$ cat src/rtl/seq_calculator.sv
// Multicycle calculator: add/sub/logic/compare finish in one cycle, while
// multiply (shift-add) and divide (restoring) produce one bit per cycle.
//
// state | meaning
// IDLE  | waiting for start; operands latched on acceptance
// CALC  | evaluating; mul/div iterate WIDTH times using a down-counter
// DONE  | result registered, done pulses for one cycle
`timescale 1ns/1ps
module seq_calculator #(
  parameter int WIDTH = 8
) (
  input  logic               clk,
  input  logic               rst_n,
  input  logic               start,
  input  logic [WIDTH-1:0]   a,
  input  logic [WIDTH-1:0]   b,
  input  logic [2:0]         oper,
  output logic               busy,
  output logic               done,
  output logic [2*WIDTH-1:0] out,
  output logic               carry,
  output logic               zero,
  output logic               err
);

  localparam int CW = $clog2(WIDTH + 1);

  localparam logic [2:0] OP_ADD = 3'b000;
  localparam logic [2:0] OP_SUB = 3'b001;
  localparam logic [2:0] OP_MUL = 3'b010;
  localparam logic [2:0] OP_DIV = 3'b011;
  localparam logic [2:0] OP_AND = 3'b100;
  localparam logic [2:0] OP_OR  = 3'b101;
  localparam logic [2:0] OP_XOR = 3'b110;
  localparam logic [2:0] OP_CMP = 3'b111;

  typedef enum logic [1:0] {
    IDLE = 2'd0,
    CALC = 2'd1,
    DONE = 2'd2
  } state_t;

  state_t             state;
  logic [WIDTH-1:0]   a_r;
  logic [WIDTH-1:0]   b_r;
  logic [2:0]         op_r;
  logic [CW-1:0]      cnt;
  logic [2*WIDTH-1:0] p;

  logic [WIDTH:0]     sum_w;
  logic [WIDTH:0]     diff_w;
  logic [WIDTH:0]     mac;
  logic [WIDTH:0]     rs;
  logic [WIDTH:0]     rd;
  logic               div_ge;
  logic [2*WIDTH-1:0] p_mul;
  logic [2*WIDTH-1:0] p_div;
  logic               div_zero;
  logic               iterative;
  logic               last_iter;
  logic [2*WIDTH-1:0] res_val;
  logic               res_carry;
  logic               res_err;

  // p holds {acc, multiplier} for mul and {remainder, dividend/quotient} for div
  always_comb begin
    sum_w     = {1'b0, a_r} + {1'b0, b_r};
    diff_w    = {1'b0, a_r} - {1'b0, b_r};
    mac       = {1'b0, p[2*WIDTH-1:WIDTH]} + (p[0] ? {1'b0, a_r} : {(WIDTH+1){1'b0}});
    p_mul     = {mac, p[WIDTH-1:1]};
    rs        = {p[2*WIDTH-1:WIDTH], p[WIDTH-1]};
    rd        = rs - {1'b0, b_r};
    div_ge    = (rs >= {1'b0, b_r});
    p_div     = {(div_ge ? rd[WIDTH-1:0] : rs[WIDTH-1:0]), p[WIDTH-2:0], div_ge};
    div_zero  = (op_r == OP_DIV) && (b_r == '0);
    iterative = ((op_r == OP_MUL) || (op_r == OP_DIV)) && !div_zero;
    last_iter = (cnt == CW'(1));

    res_val   = '0;
    res_carry = 1'b0;
    res_err   = 1'b0;
    case (op_r)
      OP_ADD: begin
        res_val   = {{(WIDTH-1){1'b0}}, sum_w};
        res_carry = sum_w[WIDTH];
      end
      OP_SUB: begin
        res_val   = {{(WIDTH-1){diff_w[WIDTH]}}, diff_w};
        res_carry = diff_w[WIDTH];
      end
      OP_MUL: res_val = p_mul;
      OP_DIV: begin
        if (div_zero) begin
          res_val = '1;
          res_err = 1'b1;
        end else begin
          res_val = p_div;
        end
      end
      OP_AND: res_val = {{WIDTH{1'b0}}, a_r & b_r};
      OP_OR:  res_val = {{WIDTH{1'b0}}, a_r | b_r};
      OP_XOR: res_val = {{WIDTH{1'b0}}, a_r ^ b_r};
      OP_CMP: res_val = {{(2*WIDTH-3){1'b0}}, (a_r < b_r), (a_r == b_r), (a_r > b_r)};
      default: res_val = '0;
    endcase
  end

  always_ff @(posedge clk or negedge rst_n) begin
    if (!rst_n) begin
      state <= IDLE;
      busy  <= 1'b0;
      done  <= 1'b0;
      out   <= '0;
      carry <= 1'b0;
      zero  <= 1'b0;
      err   <= 1'b0;
      a_r   <= '0;
      b_r   <= '0;
      op_r  <= '0;
      cnt   <= '0;
      p     <= '0;
    end else begin
      case (state)
        IDLE: begin
          done <= 1'b0;
          if (start) begin
            a_r   <= a;
            b_r   <= b;
            op_r  <= oper;
            p     <= {{WIDTH{1'b0}}, ((oper == OP_DIV) ? a : b)};
            cnt   <= CW'(WIDTH);
            busy  <= 1'b1;
            state <= CALC;
          end
        end
        CALC: begin
          if (iterative && !last_iter) begin
            p   <= res_val;
            cnt <= cnt - CW'(1);
          end else begin
            // last iteration (or single-cycle op) lands straight in the output
            p     <= res_val;
            cnt   <= '0;
            out   <= res_val;
            carry <= res_carry;
            zero  <= (res_val == '0);
            err   <= res_err;
            done  <= 1'b1;
            state <= DONE;
          end
        end
        DONE: begin
          done  <= 1'b0;
          busy  <= 1'b0;
          state <= IDLE;
        end
        default: begin
          done  <= 1'b0;
          busy  <= 1'b0;
          state <= IDLE;
        end
      endcase
    end
  end

endmodule

$ cat config.mk
export PLATFORM = sky130hd
export DESIGN_NAME = seq_calculator
export DESIGN_NICKNAME = d
export VERILOG_FILES = /design/src/rtl/seq_calculator.sv
export SDC_FILE = /design/constraint.sdc
export NUM_CORES = 1
export LEC_CHECK = 0
export BUFFER_PORTS_ARGS = -buffer_cell sky130_fd_sc_hd__buf_2
export CAP_MARGIN = 20
export CORE_MARGIN = 2
export CORE_UTILIZATION = 26
export CTS_BUF_LIST = sky130_fd_sc_hd__clkbuf_4 sky130_fd_sc_hd__clkbuf_8
export DETAILED_ROUTE_END_ITERATION = 7
export PLACE_DENSITY = 0.5
export SLEW_MARGIN = 20
export SYNTH_ARGS = -nofsm -noshare
export SYNTH_HDL_FRONTEND = slang
export SYNTH_SLANG_ARGS = --single-unit
$ cat constraint.sdc
create_clock -name clk -period 3.29 [get_ports clk]
set_input_delay 0 -clock clk [delete_from_list [all_inputs] [get_ports clk]]
set_output_delay 0 -clock clk [all_outputs]
set_load 0.02 [all_outputs]
==> impl.org <==
** Status
- Run status :: finished, final reports clean

** Yosys
- Each instance of the synthesized netlist takes up on average 8.44 µm².
- Synthesis produced a netlist with a net count of 680.
- Sequential-to-total area share from yosys stat :: 0.300
- Synthesis handed over a netlist of 612 instances.
- Main synth FF type :: sky130_fd_sc_hd__dfrtp_1
- Post-synthesis instance area :: 5170 µm²
- Ranked by instance count, the synthesized netlist is headed by sky130_fd_sc_hd__nand2_1, sky130_fd_sc_hd__o21ai_0, sky130_fd_sc_hd__dfrtp_1.
- Biggest area contributors in the synthesized netlist :: sky130_fd_sc_hd__dfrtp_1, sky130_fd_sc_hd__ha_1, sky130_fd_sc_hd__o21ai_0, sky130_fd_sc_hd__nand2_1, sky130_fd_sc_hd__nor2_1
- Most frequent cell after synthesis :: sky130_fd_sc_hd__nand2_1
- Count of yosys warnings during synthesis :: 0
- Yosys top cell area share :: 0.300
- For this run, asynchronously set or reset flops after synthesis account for 1.00.
- Number of distinct standard cells referenced by the synthesized netlist :: 85
- In this run, synthesis inferred 0 flip-flops with an integrated enable.
- Cell taking the most area after synthesis :: sky130_fd_sc_hd__dfrtp_1
- The synthesized design contains 62 register bits.

** Critical path
- Family with the most delay on the worst path :: compound AO/OA/AOI/OAI gates
- Worst setup path class :: flop to flop
- The worst register-to-register path begins at b_r[3].
- Worst-path fanout max :: 9
- Worst path slowest cell :: sky130_fd_sc_hd__ha_1
- Ordered list of cells on the worst path :: inv_1 -> ha_1 -> nor2b_2 -> a2111o_1 -> a31oi_2 -> or2b_1 -> a32oi_1 -> nand2_1 -> o211ai_1
- Critical path startpoint category :: flop
- Number of buffer and inverter instances along the worst setup path :: 1
- Largest stage delay, worst path :: 0.59 ns
- Endpoint of the worst-slack reg-to-reg timing path :: p[2]
- For the worst setup path, the data arrival time is 3.28 ns.
- At the worst endpoint, the required time is 3.56 ns.
- For the worst flop-to-flop path, the logic depth is 9.
- For flop-to-flop paths, the worst setup slack is 0.28 ns.
- STA classifies the critical path endpoint as a flop.

** Floorplan
- Area of the core region :: 19500 µm²
- Vertical die dimension :: 145 µm
- Effective utilization at floorplan :: 0.266
- The die covers 21000 µm².
- The die is 145 µm wide.
- In this run the core area contains 51 standard-cell rows.
- 43 I/O pins were placed.

** Cells and area
- Of the cells placed in the final design, the portion with a size suffix greater than 1 is 0.174.
- Core occupancy in the finished layout :: 0.313
- Area grow syn2layout :: 17.9%
- After filler insertion, the fill cell instance count of the layout stands at 2065.
- In the final design database the tool counted 746 nets.
- Antenna Diode Count :: 0

** Route
- Across all layers, the routed design uses 4859 vias.
- Post-DRT Antenna Nets :: 0
- Number of DRC markers in iteration 0 :: 458
- In the routed design, unresolved DRC markers number 0.
- After detailed routing, the average wire length per cell comes to 19.4 µm.
- 1st-pass router iterations :: 5
- Summed over all layers, the routed wires come to 18400 µm.
- Vias per inst :: 5.13

** Timing
- The final-report max-slew violation count was 0.
- Endpoints failing setup :: 0
- Total negative slack :: 0 ns
- Timing would allow up to 333 MHz.
- Setup repair after global routing left no endpoint under its margin.
- Final number of hold-violating endpoints :: 0
- Worst max-slew margin expressed relative to the limit :: 0.446
- The worst path needs 3.01 ns of the cycle, external delays included.
- For the pin with the worst max-slew slack, the measured transition is 0.831 ns.
- Fraction of the cycle the final worst path needs :: 0.914
- Skew final :: 0.0150 ns

** Placed design
- Summed over all nets, the half-perimeter wirelength after detailed placement is 14500 µm.
- Number of buffers inserted by port buffering :: 42
- The congestion estimate from routability-driven global placement came to 0.944.

** Min path
- The path class of the tightest hold or removal check is input pin to flop.
- The worst hold path terminates at p[0].
- Along the worst hold path, the cell count comes to 4.
- The startpoint identified for the worst hold timing path is start.

** Flow run
- Max_cap viols :: 0

** Clocking
- The H-tree was split into 3 levels.
- Number of buffers added by the clock tree synthesis step :: 9
- TritonCTS built the clock tree.
- TritonCTS Sinks :: 62
- Number of buffers inserted by post-CTS setup repair :: 0
- Clock latency on the worst-skew pair :: 0.37 ns
- Number of buffers between clock root and the deepest sink :: 2
- Clock-pin slew on the worst setup and hold paths :: 0.07 ns
- The cell sitting at the root of the clock tree is a sky130_fd_sc_hd__clkbuf_8.

** Power
- Areal power density over the cells :: 1240 nW/µm²
- Across the VDD grid, the largest voltage drop is 462 µV.
- Leak :: 2.75 nW

** Global routing
- For this run, the total global-route usage over all layers was measured as 0.176.
- Overflow left after global routing :: 0
- Vias in the first global route :: 4853
- Number of antenna violations at the first check in global routing :: 0
- Entering global routing, the biggest net connects 35 pins.
- Wire length of the first global-routing pass :: 28600 µm
==> cell type report <==
class | count | area (µm²) | share of cell area
timing repair buffer | 83 | 568 | 0.0932
clock inverter | 6 | 86.3 | 0.0142
clock buffer | 10 | 131 | 0.0216
inverter | 39 | 146 | 0.0240
multi-input combinational | 483 | 3280 | 0.538
tap | 265 | 332 | 0.0544
sequential | 62 | 1550 | 0.255
==> registers in the layout (all words and copies together) (netlist names), 2 cells and up <==
signal,flops
cnt,4
state,2
a_r,8
op_r,3
out,16
b_r,8
p,16
==> layer usage <==
layer | share of wire | GRT usage
met1 | 0.44 | 0.227
met3 | 0.054 | 0.0255
met5 | 0 | 0
met4 | 0.043 | 0.0822
met2 | 0.47 | 0.291
==> worst register-to-register path, delay by kind of cell (launching register included) <==
family                   cells  cell delay, ns
AO/OA/AOI/OAI                4            1.17
adder cells (fa/ha/maj)      1            0.59
buffers and inverters        1            0.16
flip-flops                   1            0.40
AND/OR/NAND/NOR              3            0.61
==> worst max path at each step <==
stage                     startpoint   end  slack (ns)  cells past startpoint
after floorplan               b_r[0]  zero        0.82                     10
after global placement        b_r[3]  p[2]        0.29                      9
after detailed placement      b_r[3]  p[2]        0.31                      9
after CTS                     b_r[3]  p[2]        0.29                      9
after global routing          b_r[3]  p[2]        0.13                      9
final                         b_r[3]  p[2]        0.28                      9
==> power breakdown <==
part / switching (mW) / leakage, nW / internal [mW] / total (mW)
Combinational: 3.29 / 1.85 / 1.95 / 5.24
Clock: 0.336 / 0.110 / 0.434 / 0.770
Sequential: 0.422 / 0.789 / 1.10 / 1.52
==> what timing repair did <==
| action | 4_1_cts | 5_1_grt |
|---|---|---|
| hold endpoints to repair | 52 | 0 |
| resized for setup | 0 | 0 |
| endpoints found under the setup margin | 0 | 0 |
| hold buffers | 20 | 0 |
==> layout by cell type, fill, tap and decap left out, types with 6 or more instances in the layout <==
cell type                       instances
sky130_fd_sc_hd__buf_2                 42
sky130_fd_sc_hd__dlygate4sd3_1         20
sky130_fd_sc_hd__ha_1                  42
sky130_fd_sc_hd__o31ai_1                6
sky130_fd_sc_hd__nor2_1                44
sky130_fd_sc_hd__nand4_1                8
sky130_fd_sc_hd__inv_1                 38
sky130_fd_sc_hd__nand3_1                8
sky130_fd_sc_hd__o21ai_1                8
sky130_fd_sc_hd__nor3_1                11
sky130_fd_sc_hd__dfrtp_1               62
sky130_fd_sc_hd__o21ai_0               63
sky130_fd_sc_hd__a211oi_1               7
sky130_fd_sc_hd__nor2b_1                8
sky130_fd_sc_hd__nand2_1               83
sky130_fd_sc_hd__mux2_2                 9
sky130_fd_sc_hd__buf_4                 21
sky130_fd_sc_hd__a21oi_1               27
sky130_fd_sc_hd__clkbuf_8               9
sky130_fd_sc_hd__a22oi_1                8
sky130_fd_sc_hd__xor2_1                 7
sky130_fd_sc_hd__a31oi_1                6
sky130_fd_sc_hd__nand2b_1              10
sky130_fd_sc_hd__mux2i_1                9
sky130_fd_sc_hd__and2_1                 9
sky130_fd_sc_hd__o21a_1                 7
sky130_fd_sc_hd__a21o_1                 8
==> logic make-up after synthesis <==
family	after synthesis	synth area share
simple gates	215	0.211
compound gates	195	0.253
buf+inv	67	0.0661
flops	62	0.300
fa+ha+maj	46	0.117
mux	18	0.0370
xor+xnor	9	0.0153
==> metrics by stage <==
stage	setup WS (ns)	instances	instance area (µm²)	hold slack (ns)	total power [mW]
finish	0.283	948	6090	0.191	7.53
global route	0.134	948	6090	0.199	8.11
CTS	0.291	948	6090	0.167	7.48
detailed placement	0.314	912	5670	0.152	6.65
global placement	0.286	912	5670	0.144	6.74
floorplan	0.822	612	5170	-0.296	5.13
(Power assumes the default switching activity.)
